**src/rtl/instq_pkg.sv**
```systemverilog
// -----------------------------------------------------------------------------
// instq_pkg
// Shared constants and field helpers for the instruction prefetch queue and the
// control-unit decoder that consumes its head entry.
//   INSTQ_IW    : default instruction word width
//   INSTQ_OPW   : default opcode field width (upper bits of the word)
//   INSTQ_DEPTH : default number of queue entries (power of two)
//   INSTQ_AW    : address field width (IW - OPW)
// -----------------------------------------------------------------------------
package instq_pkg;

  localparam int INSTQ_IW    = 8;
  localparam int INSTQ_OPW   = 3;
  localparam int INSTQ_DEPTH = 4;
  localparam int INSTQ_AW    = INSTQ_IW - INSTQ_OPW;

  typedef logic [INSTQ_IW-1:0]  instr_t;
  typedef logic [INSTQ_OPW-1:0] opcode_t;
  typedef logic [INSTQ_AW-1:0]  addr_t;

  // Opcode lives in the most significant OPW bits of the word.
  function automatic opcode_t get_opcode(input instr_t word);
    return word[INSTQ_IW-1 -: INSTQ_OPW];
  endfunction

  // Address is everything below the opcode.
  function automatic addr_t get_addr(input instr_t word);
    return word[INSTQ_AW-1:0];
  endfunction

endpackage

```
**src/rtl/instq_mem.sv**
```systemverilog
// -----------------------------------------------------------------------------
// instq_mem
// DEPTH x IW register array: one synchronous write port, one asynchronous
// read port. Holds the queue payload; all ordering logic lives in the parent.
//   clk     : clock, rising edge
//   we_i    : write enable
//   waddr_i : write address
//   wdata_i : write data
//   raddr_i : read address
//   rdata_o : read data (combinational from raddr_i)
// -----------------------------------------------------------------------------
module instq_mem #(
  parameter int IW    = 8,
  parameter int DEPTH = 4,
  parameter int AW    = $clog2(DEPTH)
) (
  input  logic          clk,
  input  logic          we_i,
  input  logic [AW-1:0] waddr_i,
  input  logic [IW-1:0] wdata_i,
  input  logic [AW-1:0] raddr_i,
  output logic [IW-1:0] rdata_o
);

  logic [IW-1:0] mem_q [DEPTH];

  // NOTE: the storage array has no reset; occupancy is tracked by the
  // pointers, so stale words are never observed and no reset fan-out is paid.
  always_ff @(posedge clk) begin
    if (we_i) mem_q[waddr_i] <= wdata_i;
  end

  assign rdata_o = mem_q[raddr_i];

endmodule

```
**src/rtl/instr_queue.sv**
```systemverilog
// -----------------------------------------------------------------------------
// instr_queue
// Instruction register with an in-order prefetch queue (show-ahead FIFO)
// between the memory data bus and the control unit. The head entry is
// presented split into opcode and address fields.
//   clk   : clock, rising edge
//   rst   : synchronous active-high reset
//   ldir  : push strobe, captures mdat
//   mdat  : instruction word from memory
//   pop   : consumer takes the head entry
//   flush : discard all entries (branch/jump); overrides ldir/pop
//   full  : no free entry
//   valid : head entry present
//   opcd  : head opcode (0 when !valid)
//   adir  : head address (0 when !valid)
//   count : occupied entries
//   ovf   : sticky, push dropped while full
//   udf   : sticky, pop while empty
// Build option: define INSTQ_BYPASS_EN to forward mdat straight to the outputs
// when the queue is empty (zero-latency first fetch).
// -----------------------------------------------------------------------------
module instr_queue
  import instq_pkg::*;
#(
  parameter int IW    = INSTQ_IW,
  parameter int OPW   = INSTQ_OPW,
  parameter int DEPTH = INSTQ_DEPTH
) (
  input  logic                       clk,
  input  logic                       rst,
  input  logic                       ldir,
  input  logic [IW-1:0]              mdat,
  input  logic                       pop,
  input  logic                       flush,
  output logic                       full,
  output logic                       valid,
  output logic [OPW-1:0]             opcd,
  output logic [IW-OPW-1:0]          adir,
  output logic [$clog2(DEPTH+1)-1:0] count,
  output logic                       ovf,
  output logic                       udf
);

  localparam int PW = $clog2(DEPTH);
  localparam int CW = $clog2(DEPTH+1);
  localparam logic [CW-1:0] FULL_CNT = CW'(DEPTH);

  logic [PW-1:0] wr_ptr_q, wr_ptr_d;
  logic [PW-1:0] rd_ptr_q, rd_ptr_d;
  logic [CW-1:0] count_q, count_d;
  logic          ovf_q, ovf_d;
  logic          udf_q, udf_d;

  logic          empty, full_w, valid_w;
  logic          byp, pop_mem, pop_byp, push;
  logic [IW-1:0] rdata, head;

  assign empty  = (count_q == '0);
  assign full_w = (count_q == FULL_CNT);

`ifdef INSTQ_BYPASS_EN
  // Empty queue with an incoming word: present mdat directly this cycle.
  assign byp  = empty & ldir & ~flush;
  assign head = empty ? mdat : rdata;
`else
  assign byp  = 1'b0;
  assign head = rdata;
`endif

  assign valid_w = ~empty | byp;
  // A stored entry leaves; a bypassed word is consumed without being written.
  assign pop_mem = pop & ~empty & ~flush;
  assign pop_byp = pop & byp;
  // A pop in the same cycle frees the slot, so a full queue still accepts.
  assign push    = ldir & ~flush & (~full_w | pop_mem) & ~pop_byp;

  instq_mem #(
    .IW    (IW),
    .DEPTH (DEPTH),
    .AW    (PW)
  ) u_mem (
    .clk     (clk),
    .we_i    (push),
    .waddr_i (wr_ptr_q),
    .wdata_i (mdat),
    .raddr_i (rd_ptr_q),
    .rdata_o (rdata)
  );

  // NOTE: every variable gets a default at the top of the block so no path
  // leaves it unassigned, which would otherwise infer a latch.
  always_comb begin
    wr_ptr_d = wr_ptr_q;
    rd_ptr_d = rd_ptr_q;
    count_d  = count_q;
    ovf_d    = ovf_q;
    udf_d    = udf_q;
    if (flush) begin
      wr_ptr_d = '0;
      rd_ptr_d = '0;
      count_d  = '0;
    end else begin
      if (push)    wr_ptr_d = wr_ptr_q + PW'(1);
      if (pop_mem) rd_ptr_d = rd_ptr_q + PW'(1);
      unique case ({push, pop_mem})
        2'b10:   count_d = count_q + CW'(1);
        2'b01:   count_d = count_q - CW'(1);
        default: count_d = count_q;
      endcase
      if (ldir & full_w & ~pop_mem) ovf_d = 1'b1;
      if (pop & ~valid_w)           udf_d = 1'b1;
    end
  end

  // NOTE: sequential state uses non-blocking assignments so every register
  // samples its pre-edge inputs regardless of statement order.
  always_ff @(posedge clk) begin
    if (rst) begin
      wr_ptr_q <= '0;
      rd_ptr_q <= '0;
      count_q  <= '0;
      ovf_q    <= 1'b0;
      udf_q    <= 1'b0;
    end else begin
      wr_ptr_q <= wr_ptr_d;
      rd_ptr_q <= rd_ptr_d;
      count_q  <= count_d;
      ovf_q    <= ovf_d;
      udf_q    <= udf_d;
    end
  end

  assign full  = full_w;
  assign valid = valid_w;
  assign count = count_q;
  assign ovf   = ovf_q;
  assign udf   = udf_q;
  assign opcd  = valid_w ? head[IW-1 -: OPW]   : '0;
  assign adir  = valid_w ? head[IW-OPW-1:0]    : '0;

endmodule

```
**config.mk**
```make
export PLATFORM = sky130hd
export DESIGN_NAME = instr_queue
export DESIGN_NICKNAME = d
export VERILOG_FILES = /design/src/rtl/instq_pkg.sv /design/src/rtl/instq_mem.sv /design/src/rtl/instr_queue.sv
export SDC_FILE = /design/constraint.sdc
export NUM_CORES = 1
export LEC_CHECK = 0
export CAP_MARGIN = 40
export CORE_MARGIN = 5
export CORE_UTILIZATION = 35
export DETAILED_ROUTE_END_ITERATION = 6
export DONT_BUFFER_PORTS = 1
export HOLD_SLACK_MARGIN = 0.02
export PLACE_DENSITY = 0.49
export REMOVE_ABC_BUFFERS = 1
export SYNTH_ARGS = -nofsm -noshare
export SYNTH_HDL_FRONTEND = slang
export SYNTH_SLANG_ARGS = --single-unit
```
**constraint.sdc**
```tcl
create_clock -name clk -period 2.95 [get_ports clk]
set_input_delay 0.59 -clock clk [delete_from_list [all_inputs] [get_ports clk]]
set_output_delay 0.59 -clock clk [all_outputs]
set_load 0.005 [all_outputs]
```
## Word-level counts from Yosys, hierarchy flattened

Memories as Yosys holds them, arrays and structs flattened. A register that Yosys moved wholly into a read port is not among the register bits.
Cells that the tools add are included.

- Add/sub/neg operators: 4
- Equality and inequality tests: 3
- Muxes and demuxes: 7
- Bitwise logic cells: 12
- Reductions and logical operators: 5

Operators by type and width:

| operator | count |
|---|---|
| bitwise AND 1 bit | 7 |
| case mux 3 bit (2 select lines) | 1 |
| 2-to-1 mux 5 bit | 1 |
| adder 2 x 1 -> 2 bit (second input constant) | 2 |
| 2-to-1 mux 2 bit | 2 |
| inverter 1 bit | 4 |
| AND reduction 2 bit | 2 |
| adder 3 x 1 -> 3 bit (second input constant) | 1 |
| == test 3 bit (second input constant) | 1 |
| zero test 3 bit | 1 |
| 2-to-1 mux 3 bit | 1 |
| subtractor 3 x 1 -> 3 bit (second input constant) | 1 |
| == test 2 x 1 -> 1 bit (second input constant) | 1 |
| == test 2 bit (second input constant) | 1 |
| 2-to-1 mux 1 bit | 2 |
| nonzero test 2 bit | 1 |
| OR reduction 2 bit | 1 |
| bitwise OR 1 bit | 1 |

- Flip-flop bits (word level): 9
- Memory bits (writable): 32
- Input port bits: 13
- Output and inout bits: 15
- Memories kept: 1

Memory list:

| name | depth | width | rd ports | clocked after Yosys merged registers in | wr ports | RTL line | text |
|---|---|---|---|---|---|---|---|
| u_mem.mem_q | 4 | 8 | 1 | 1 | 1 | instq_mem.sv:25 | `logic [IW-1:0] mem_q [DEPTH];` |

## Logic depth before layout (Yosys ltp)

Gate-level depths: netlist (run 1).

- Depth in word-level cells: 8
- Gate-level depth with buffers: 7

## By module

A second synthesis (run 1) with hierarchy kept.

- Cells, all modules: 110
- Area total of the unflattened synthesis: 1714.1 um^2

By module, submodules not included:

| module | times used | cells an instance | area an instance (um^2) | seq. area each (um^2) |
|---|---|---|---|---|
| instq_mem | 1 | 46 | 1188.6 | 960.9 |
| instr_queue | 1 | 64 | 525.5 | 180.2 |

## Worst setup path after synthesis (run 1)

OpenSTA, ideal clock, no wires.

- Path kind: input-to-reg
- Start point: in ldir
- End point: reg count_q[2], in the netlist count[2]
- Library setup time: 0.127 ns
- Arrival time: 2.279 ns
- Required time: 2.823 ns
- Slack: 0.544 ns
- Stages on the path: 7
- Buffers on the path: 1
- Path through: buf_2 -> or3_1 -> fa_1 -> or3b_2 -> a211oi_2 -> o21a_1 -> nor3_2

- Word-level cells in the longest chain between the ends: 4
- Elaborated cells on any way between the ends: 6
- Classes of those cells: eq/ne: 2; mux: 1; bitwise: 2; reduce/logical: 1

Ends and longest elaborated chain:

| item | RTL line | text |
|---|---|---|
| start, declared | instr_queue.sv:31 | `input logic ldir,` |
| bitwise AND 1 bit * (2 in series) | instr_queue.sv:75 | `assign push = ldir & ~flush & (~full_w \| pop_mem) & ~pop_byp;` |
| == test 2 x 1 -> 1 bit / == test 2 bit (equally long branches) | instr_queue.sv:105 | `unique case ({push, pop_mem})` |
| case mux 3 bit (2 select lines) / nonzero test 2 bit (equally long branches) | n/a |  |
| end signal, assigned | instr_queue.sv:127 | `count_q <= count_d;` |
| end, declared | instr_queue.sv:50 | `logic [CW-1:0] count_q, count_d;` |

Every way passes the cells marked *; elsewhere a longest branch is shown, timed or not.
A chain may end at the register's enable or synchronous reset.

## Final worst setup path (run 1)

- Start point: reg count_q[1], in the netlist count[1]
- End point: reg count_q[2], in the netlist count[2]

- Word-level cells in the longest chain between the ends: 8
- Elaborated cells on any way between the ends: 14
- Classes of those cells: add/sub: 2; eq/ne: 3; mux: 1; bitwise: 6; reduce/logical: 2

Ends and longest elaborated chain:

| item | RTL line | text |
|---|---|---|
| zero test 3 bit | instr_queue.sv:58 | `assign empty = (count_q == '0);` |
| inverter 1 bit | instr_queue.sv:72 | `assign pop_mem = pop & ~empty & ~flush;` |
| bitwise AND 1 bit (2 in series) | instr_queue.sv:72 |  |
| bitwise OR 1 bit | instr_queue.sv:75 |  |
| bitwise AND 1 bit | instr_queue.sv:75 |  |
| == test 2 x 1 -> 1 bit / == test 2 bit (equally long branches) | instr_queue.sv:105 |  |
| case mux 3 bit (2 select lines) / nonzero test 2 bit (equally long branches) | n/a |  |

Parallel ways exist; a longest one is shown, timed or not.

==> results.md, run 1 <==
- The run finished with clean final reports.
- The clock tree root buffer cell is sky130_fd_sc_hd__clkbuf_8.
- Across all layers, the routed design uses 908 vias.
- The cell depth of the worst min-delay path is 1.
- The floorplan step defined a die boundary enclosing 0.00678 sq mm.
- The number of gates resized after CTS was 0.
- The via count normalized by instance count is 4.78.
- The number of global-route vias before repair is 916.
- Dividing the detail-routed wire length by the instance count gives 16.7 um.
- The overall fraction of global-route tracks in use is 10.2%.
- Across the run, the number of max-cap violations was 0.
- The most repeated cell in the gate-level netlist after synthesis is sky130_fd_sc_hd__edfxtp_1.
- With fillers left out, the area of the finished cells amounts to 0.00200 sq mm.
- The largest vdd supply drop is 0.237 mV.
- For the pin with the worst max-slew slack, the measured transition is 0.568 ns.
- The tightest slew margin relative to the limit is 62.1%.
- The die outline width is 82.3 um.
- In this run, synthesis inferred 32 flip-flops with an integrated enable.
- The routed design could run at a clock period as short as about 2.4 ns.
- In this run the critical register-to-register path is captured at count[2]$_SDFFE_PP0P_.
- The cell type with the highest aggregate area in the netlist is sky130_fd_sc_hd__edfxtp_1.
- The repair_antennas step left the layout with diodes totalling 0.
- The highest attainable clock frequency is 0.421 GHz.
- In this run the worst path has a maximum fanout of 7.
- The congestion estimate from routability-driven global placement came to 0.750.
- For the final database, setup skew stands at 0.00572 ns.
- After floorplanning, the core was sized to cover 0.00511 sq mm.
- The worst setup path is of the register to register kind.
- The clock insertion delay at the later pin of the skew report is 0.29 ns.
- In this run the power density over the cells is 570 mW/mm^2.
- The clock tree buffer depth is 2.
- The mean cell area of the mapped netlist is 15.6 sq um.
- The clock-pin transition on the worst setup and hold timing paths is about 0.070 ns.
- The count of hold buffers inserted by post-cts repair is 0.
- The wire length of the first global-routing pass is about 4800 um.
- For this run, asynchronously set or reset flops after synthesis account for 0%.
- CTS built an H-tree with a depth of 2.
- The count of pins on the block boundary is 28.
- The critical path launch point is count[1]$_SDFFE_PP0P_.
- The critical path launch point type is a register.
- TritonCTS built the clock tree.
- The startpoint identified for the worst hold timing path is rst.
- After routing, the total negative slack on setup checks comes to 0 ns.
- The mapped netlist covers 0.00183 sq mm.
- The setup check on the worst reg-to-reg path leaves a slack of 0.57 ns.
- The dominant register cell in the synthesized netlist is sky130_fd_sc_hd__edfxtp_1.
- The area added between synthesis and finish is 9.43%.
- Detailed placement ended at an HPWL of between 2000 and 2500 um.
- At the worst endpoint, the required time is 3.12 ns.
- The number of warnings reported in the yosys synthesis log is 0.
- Setup repair after global routing left no endpoint under its margin.
- For this run the aggregate overflow at the end of global routing stands at 0.
- After technology mapping, the gate count stands at 117.
- The min-delay analysis places its worst path in the category primary input to register.
- Ranked by total cell area, the synthesized netlist is headed by sky130_fd_sc_hd__edfxtp_1 (52%), sky130_fd_sc_hd__dfxtp_1 (12%), sky130_fd_sc_hd__mux4_2 (9.8%), sky130_fd_sc_hd__and2_1 (4.1%), sky130_fd_sc_hd__ha_1 (2.7%).
- After the last flow step, the layout net total stands at 137.
- The maximum number of pins on one net before global-route repair is 14.
- The launch instance of the worst register-to-register path is count[1]$_SDFFE_PP0P_.
- Of the synthesized area, sequential elements account for 64.5%.
- The kind of capture point of the worst setup path is a register.
- Measured along the y axis, the die boundary spans 82.3 um.
- The synthesized design devotes to its leading area cell type 52.5% of total area.
- The layout cell share with drive strength beyond 1 is 19.2%.
- In this run the static leakage power is 0.637 nW.
- In this run, synthesis produced a sequential element count of 43.
- The starting density of the core is 35.8%.
- The portion of the clock cycle consumed by the worst path in the final layout is between 80% and 90%.
- For the worst setup path, the data arrival time is 2.55 ns.
- The number of clock sinks seen by CTS is 43.
- Following the worst setup path forward leads to its endpoint at count[2]$_SDFFE_PP0P_.
- The final setup violation count is 0.
- By count the netlist is led by sky130_fd_sc_hd__edfxtp_1 (32), sky130_fd_sc_hd__and2_1 (12), sky130_fd_sc_hd__dfxtp_1 (11), sky130_fd_sc_hd__nor2_1 (9), sky130_fd_sc_hd__mux4_2 (8).
- For this run, the detailed router's first-pass iteration total came to 4.
- In this run the remaining antenna-violating nets after routing total 0.
- For this run, design rule violations remaining after detail routing come to 0.
- Port buffering added 0 buffers.
- The number of distinct library cells after synthesis is 34.
- The max-slew violation total from the final report is 0.
- After detailed routing, the total wire length is 3180 um.
- After detailed placement, the total cell area comes to 0.00190 sq mm.
- The count of cells along the worst register-to-register path is 7.
- The final-report hold violation count is 0.
- The number of DRC markers in iteration 0 is 70.
- The number of setup buffers added after CTS is 0.
- The number of antenna violations at the first check in global routing is 0.
- The initialized floorplan defines 26 standard-cell rows.
- The total clock buffers created by CTS is 5.
[worst min path at each step]
stage                       endpoint
floorplan           udf$_SDFFE_PP0P_
CTS                 udf$_SDFFE_PP0P_
detailed placement  udf$_SDFFE_PP0P_
global placement            register
global route        udf$_SDFFE_PP0P_
finish              ovf$_SDFFE_PP0P_
[registers in the layout, summed over array words and instances, names as in the netlist, named ones only]
name	flops
rd_ptr_q	2
ovf	1
count	3
u_mem.mem_q	32
wr_ptr_q	2
udf	1
[layout make-up]
cell class                 count  area [sq um]
clock buffer                   5          68.8
sequential                    43          1180
tap                           70          87.6
clock inverter                 3          38.8
fill                         487          3100
multi-input combinational     63           604
inverter                       6          22.5
[per-stage QoR]
stage	setup slack, ns	hold slack, ns	std cells	util (%)	power, W
floorplan	0.600	0.460	112	-	0.000713
global placement	0.560	0.504	182	37.1	0.000724
detailed placement	0.540	0.508	182	37.1	0.000725
CTS	0.542	0.355	190	39.2	0.00116
global route	0.362	0.343	190	39.2	0.00119
finish	0.573	0.370	190	39.2	0.00114
[metal layers]
layer  part of all wire (%)  GRT usage (%)  vias up
li1                       -              -      433
met4                   0.88           3.99        0
met5                      0              0        -
met3                    8.0           4.99        5
met1                     42           11.6      443
met2                     49           16.5       27
[where the power goes]
group	internal, W	switching, W	leakage [nW]
sequential	0.000659	0.00000640	0.380
combinational	0.0000195	0.0000249	0.201
clock	0.000248	0.000185	0.0556
[cells in the final DEF (no fill, tap or decap), drive strengths merged, types with 2 or more instances in the layout]
| cell | count |
|---|---|
| nor3 | 3 |
| a21oi | 3 |
| mux4 | 8 |
| a211oi | 2 |
| ha | 4 |
| and2 | 13 |
| clkbuf | 5 |
| nor4b | 2 |
| edfxtp | 32 |
| clkinv | 2 |
| nor2 | 9 |
| dfxtp | 11 |
| or3 | 2 |
| xnor2 | 3 |
| inv | 6 |
[critical path, cell delays in order, from the launching register on]
cell and delay, ns:
sky130_fd_sc_hd__dfxtp_1 0.49, sky130_fd_sc_hd__nor3_1 0.17, sky130_fd_sc_hd__or3_1 0.38, sky130_fd_sc_hd__fa_1 0.37
sky130_fd_sc_hd__or3b_2 0.46, sky130_fd_sc_hd__a211oi_2 0.18, sky130_fd_sc_hd__o21a_1 0.17, sky130_fd_sc_hd__nor3_2 0.04
[cell families (layout without fill, tap and decap cells)]
| family | count (synthesis) | after routing | share of synthesized area (%) |
|---|---|---|---|
| buffers and inverters | 11 | 14 | 2.46 |
| adder cells (fa/ha/maj) | 5 | 5 | 3.83 |
| XOR/XNOR | 4 | 4 | 1.91 |
| AND/OR/NAND/NOR | 35 | 35 | 11.9 |
| flip-flops | 43 | 43 | 64.5 |
| multiplexers | 9 | 9 | 10.4 |
| AO/OA/AOI/OAI | 10 | 10 | 4.99 |
No activity file was read; power rests on OpenSTA's default activity.
==> run 2: changes to the inputs <==
PLACE_DENSITY = 0.51   (was 0.49)
clock period = 2.1 ns   (was 2.95 ns; I/O delays follow)
==> run 2 against run 1 <==
Against the previous run: sequential power increased by 40%; highest routed layer unchanged; largest power group unchanged; routed wire length is essentially flat; register-to-register slack lost 0.50 ns; global-route usage increased by 0.35 points; sequential cell count stayed put; sequential share of layout area down 2.5 points; total power grew 45%; non-clock buffer count is 10 higher.
==> results.md, run 2 (synthesis results as in run 1) <==
- The number of filler cells placed in the layout is 482.
- The routed layout has 945 vias.
- The placeable core region is slightly above 0.005 sq mm.
- The row count is 26.
- The number of remaining DRC errors is 0.
- The maximum fanout along the worst path is 3.
- TritonCTS built the clock tree.
- The final layout contains 147 nets.
- The count of nets left with antenna violations after detail routing is 0.
- The number of antenna diodes is 0.
- In this design, the largest share of critical-path delay is due to simple AND/OR/NAND/NOR gates.
- The die is 82.3 um wide.
- The via count normalized by instance count is 4.73.
- u_mem.mem_q holds more flip-flops than any other register.
- The signal on the critical path passes through nor3_1 -> or3_1 -> fa_2 -> or3b_4 -> a211oi_2 -> o21a_1 -> nor3_2.
- The required time at the endpoint of the critical path is 2.28 ns.
- The largest vdd supply drop is around 0.46 mV.
- The layout cell share with drive strength beyond 1 is 28.5%.
- The clock-pin transition on the worst setup and hold timing paths is 0.08 ns.
- The first detailed-routing pass took 4 iterations.
- The area added between synthesis and finish is 14.4%.
- In this run the critical register-to-register path is launched from count[0]$_SDFFE_PP0P_.
- The flip-flop count of the largest register, all copies and words added is 32.
- The leakage power total is approximately 0.7 nW.
- The congestion estimate from routability-driven global placement came to 0.744.
- The first global-routing pass estimated 5030 um of wire.
- The overall fraction of global-route tracks in use is 10.6%.
- The tightest slew margin relative to the limit is 69.0%.
- The max-cap violation count is 0.
- Buffers placed on the I/O ports in this run total 0.
- The critical path class is register to register.
- In this run the clock root is driven by a sky130_fd_sc_hd__clkbuf_8.
- Summed over all failing endpoints, the final setup total negative slack is 0 ns.
- The total congestion overflow after global routing is 0.
- The number of antenna violations at the first check in global routing is 0.
- The finished cells cover 0.00209 sq mm.
- The portion of the clock cycle consumed by the worst path in the final layout is just under 100%.
- The library cells used most frequently in the layout, excluding fill and tap cells, are sky130_fd_sc_hd__edfxtp_1 (32), sky130_fd_sc_hd__and2_1 (12), sky130_fd_sc_hd__buf_4 (10).
- Data arrives at the worst endpoint at 2.21 ns.
- Setup repair after global routing left no endpoint under its margin.
- The critical path starts at count[0]$_SDFFE_PP0P_.
- The slowest stage of the critical path is the sky130_fd_sc_hd__or3_1 cell.
- The final-report hold violation count is 0.
- The flow ran to the end, and the final reports show no timing, DRC or antenna violations.
- The clock tree buffer depth is 2.
- For the finished layout, the period the worst path requires is 2.02 ns.
- Entering global routing, the biggest net connects 16 pins.
- The total wire length is 3180 um.
- Buffers added to address setup during post-CTS repair amount to 0.
- The starting density of the core is 35.8%.
- The clock insertion delay at the later pin of the skew report is 0.29 ns.
- The clock skew after layout is 0.00420 ns.
- Setup violations remaining at the end of the flow were counted as 0.
- In the final routed layout, each cell accounts on average for 15.9 um.
- The power density over the cells is 789 mW/mm^2.
- The number of buffers and inverters on the critical path is 0.
- The count of pins on the block boundary is 28.
- The actual transition at the worst max-transition pin is about 0.46 ns.
- The half-perimeter wire length after placement is 2210 um.
- Timing would allow up to 0.494 GHz.
- In this run the vertical extent of the chip is 82.3 um.
- The number of global-route vias before repair is 1006.
- The placed standard-cell area is 0.00197 sq mm.
- STA classifies the critical path startpoint as a register.
- The worst setup path is captured at a register.
- The number of clock buffers added by TritonCTS is 5.
- The worst hold-check path type is primary input to register.
- In this run the number of H-tree levels came out at 2.
- The max-slew violation total from the final report is 0.
- The number of DRC markers in iteration 0 is 46.
- The tree built by TritonCTS fans out to 43 sinks.
- The most common library cell in the layout ignoring fill and taps is sky130_fd_sc_hd__edfxtp_1.
- The die covers ~0.0068 sq mm.
- The biggest cell delay along the critical path is 0.39 ns.
- In this run the most critical hold path is launched from rst.
==> run 2: timing repair <==
item / 4_1_cts / 5_1_grt
endpoints found under the setup margin: 1 / 1
hold buffers: 0 / 0
pin swaps: 4 / 1
gates resized for setup: 4 / 0
gates cloned: 0 / 0
==> run 2: cell type report <==
type                       count  area [sq um]  share of cell area, %
inverter                       6          22.5                   1.08
timing repair buffer          10          75.1                   3.58
multi-input combinational     63           609                   29.1
clock buffer                   5          68.8                   3.29
sequential                    43          1180                   56.5
clock inverter                 3          47.5                   2.27
tap                           70          87.6                   4.18
==> run 2: worst reg2reg max path, delay by kind of cell (launching register included) <==
| family | cells | cell delay [ns] |
|---|---|---|
| AOI/OAI and AO/OA | 2 | 0.33 |
| adders and majority gates | 1 | 0.35 |
| DFF | 1 | 0.36 |
| and+or+nand+nor | 4 | 0.88 |
==> run 2: power breakdown <==
group          internal [W]  switching, W
combinational     0.0000348     0.0000411
clock              0.000360      0.000287
sequential         0.000925    0.00000527
total               0.00132      0.000333
==> run 2: worst paths after layout <==
check,endpoint,slack (ns),cells after the start
setup / recovery,count[2]$_SDFFE_PP0P_,0.08,7
hold / removal,udf$_SDFFE_PP0P_,0.19,1
setup reg to reg,count[2]$_SDFFE_PP0P_,0.08,7
hold reg to reg,udf$_SDFFE_PP0P_,0.51,2
==> run 2: through the flow <==
| stage | total power, W | util, % | hold slack [ns] | setup slack (ns) | instances |
|---|---|---|---|---|---|
| floorplan | 0.00100 | - | 0.460 | -0.123 | 112 |
| global placement | 0.00103 | 38.6 | 0.496 | -0.0933 | 192 |
| detailed placement | 0.00103 | 38.6 | 0.496 | -0.130 | 192 |
| CTS | 0.00167 | 41.0 | 0.178 | 0.0445 | 200 |
| global route | 0.00172 | 41.0 | 0.171 | 0.00371 | 200 |
| finish | 0.00165 | 41.0 | 0.186 | 0.0764 | 200 |
==> run 2: routing by layer <==
layer | vias to the layer above | track usage (%) | routed length, um
met3 | 5 | 3.58 | 183
met5 | - | 0 | 0
li1 | 454 | - | -
met2 | 18 | 16.9 | 1660
met1 | 468 | 12.4 | 1280
met4 | 0 | 5.98 | 49
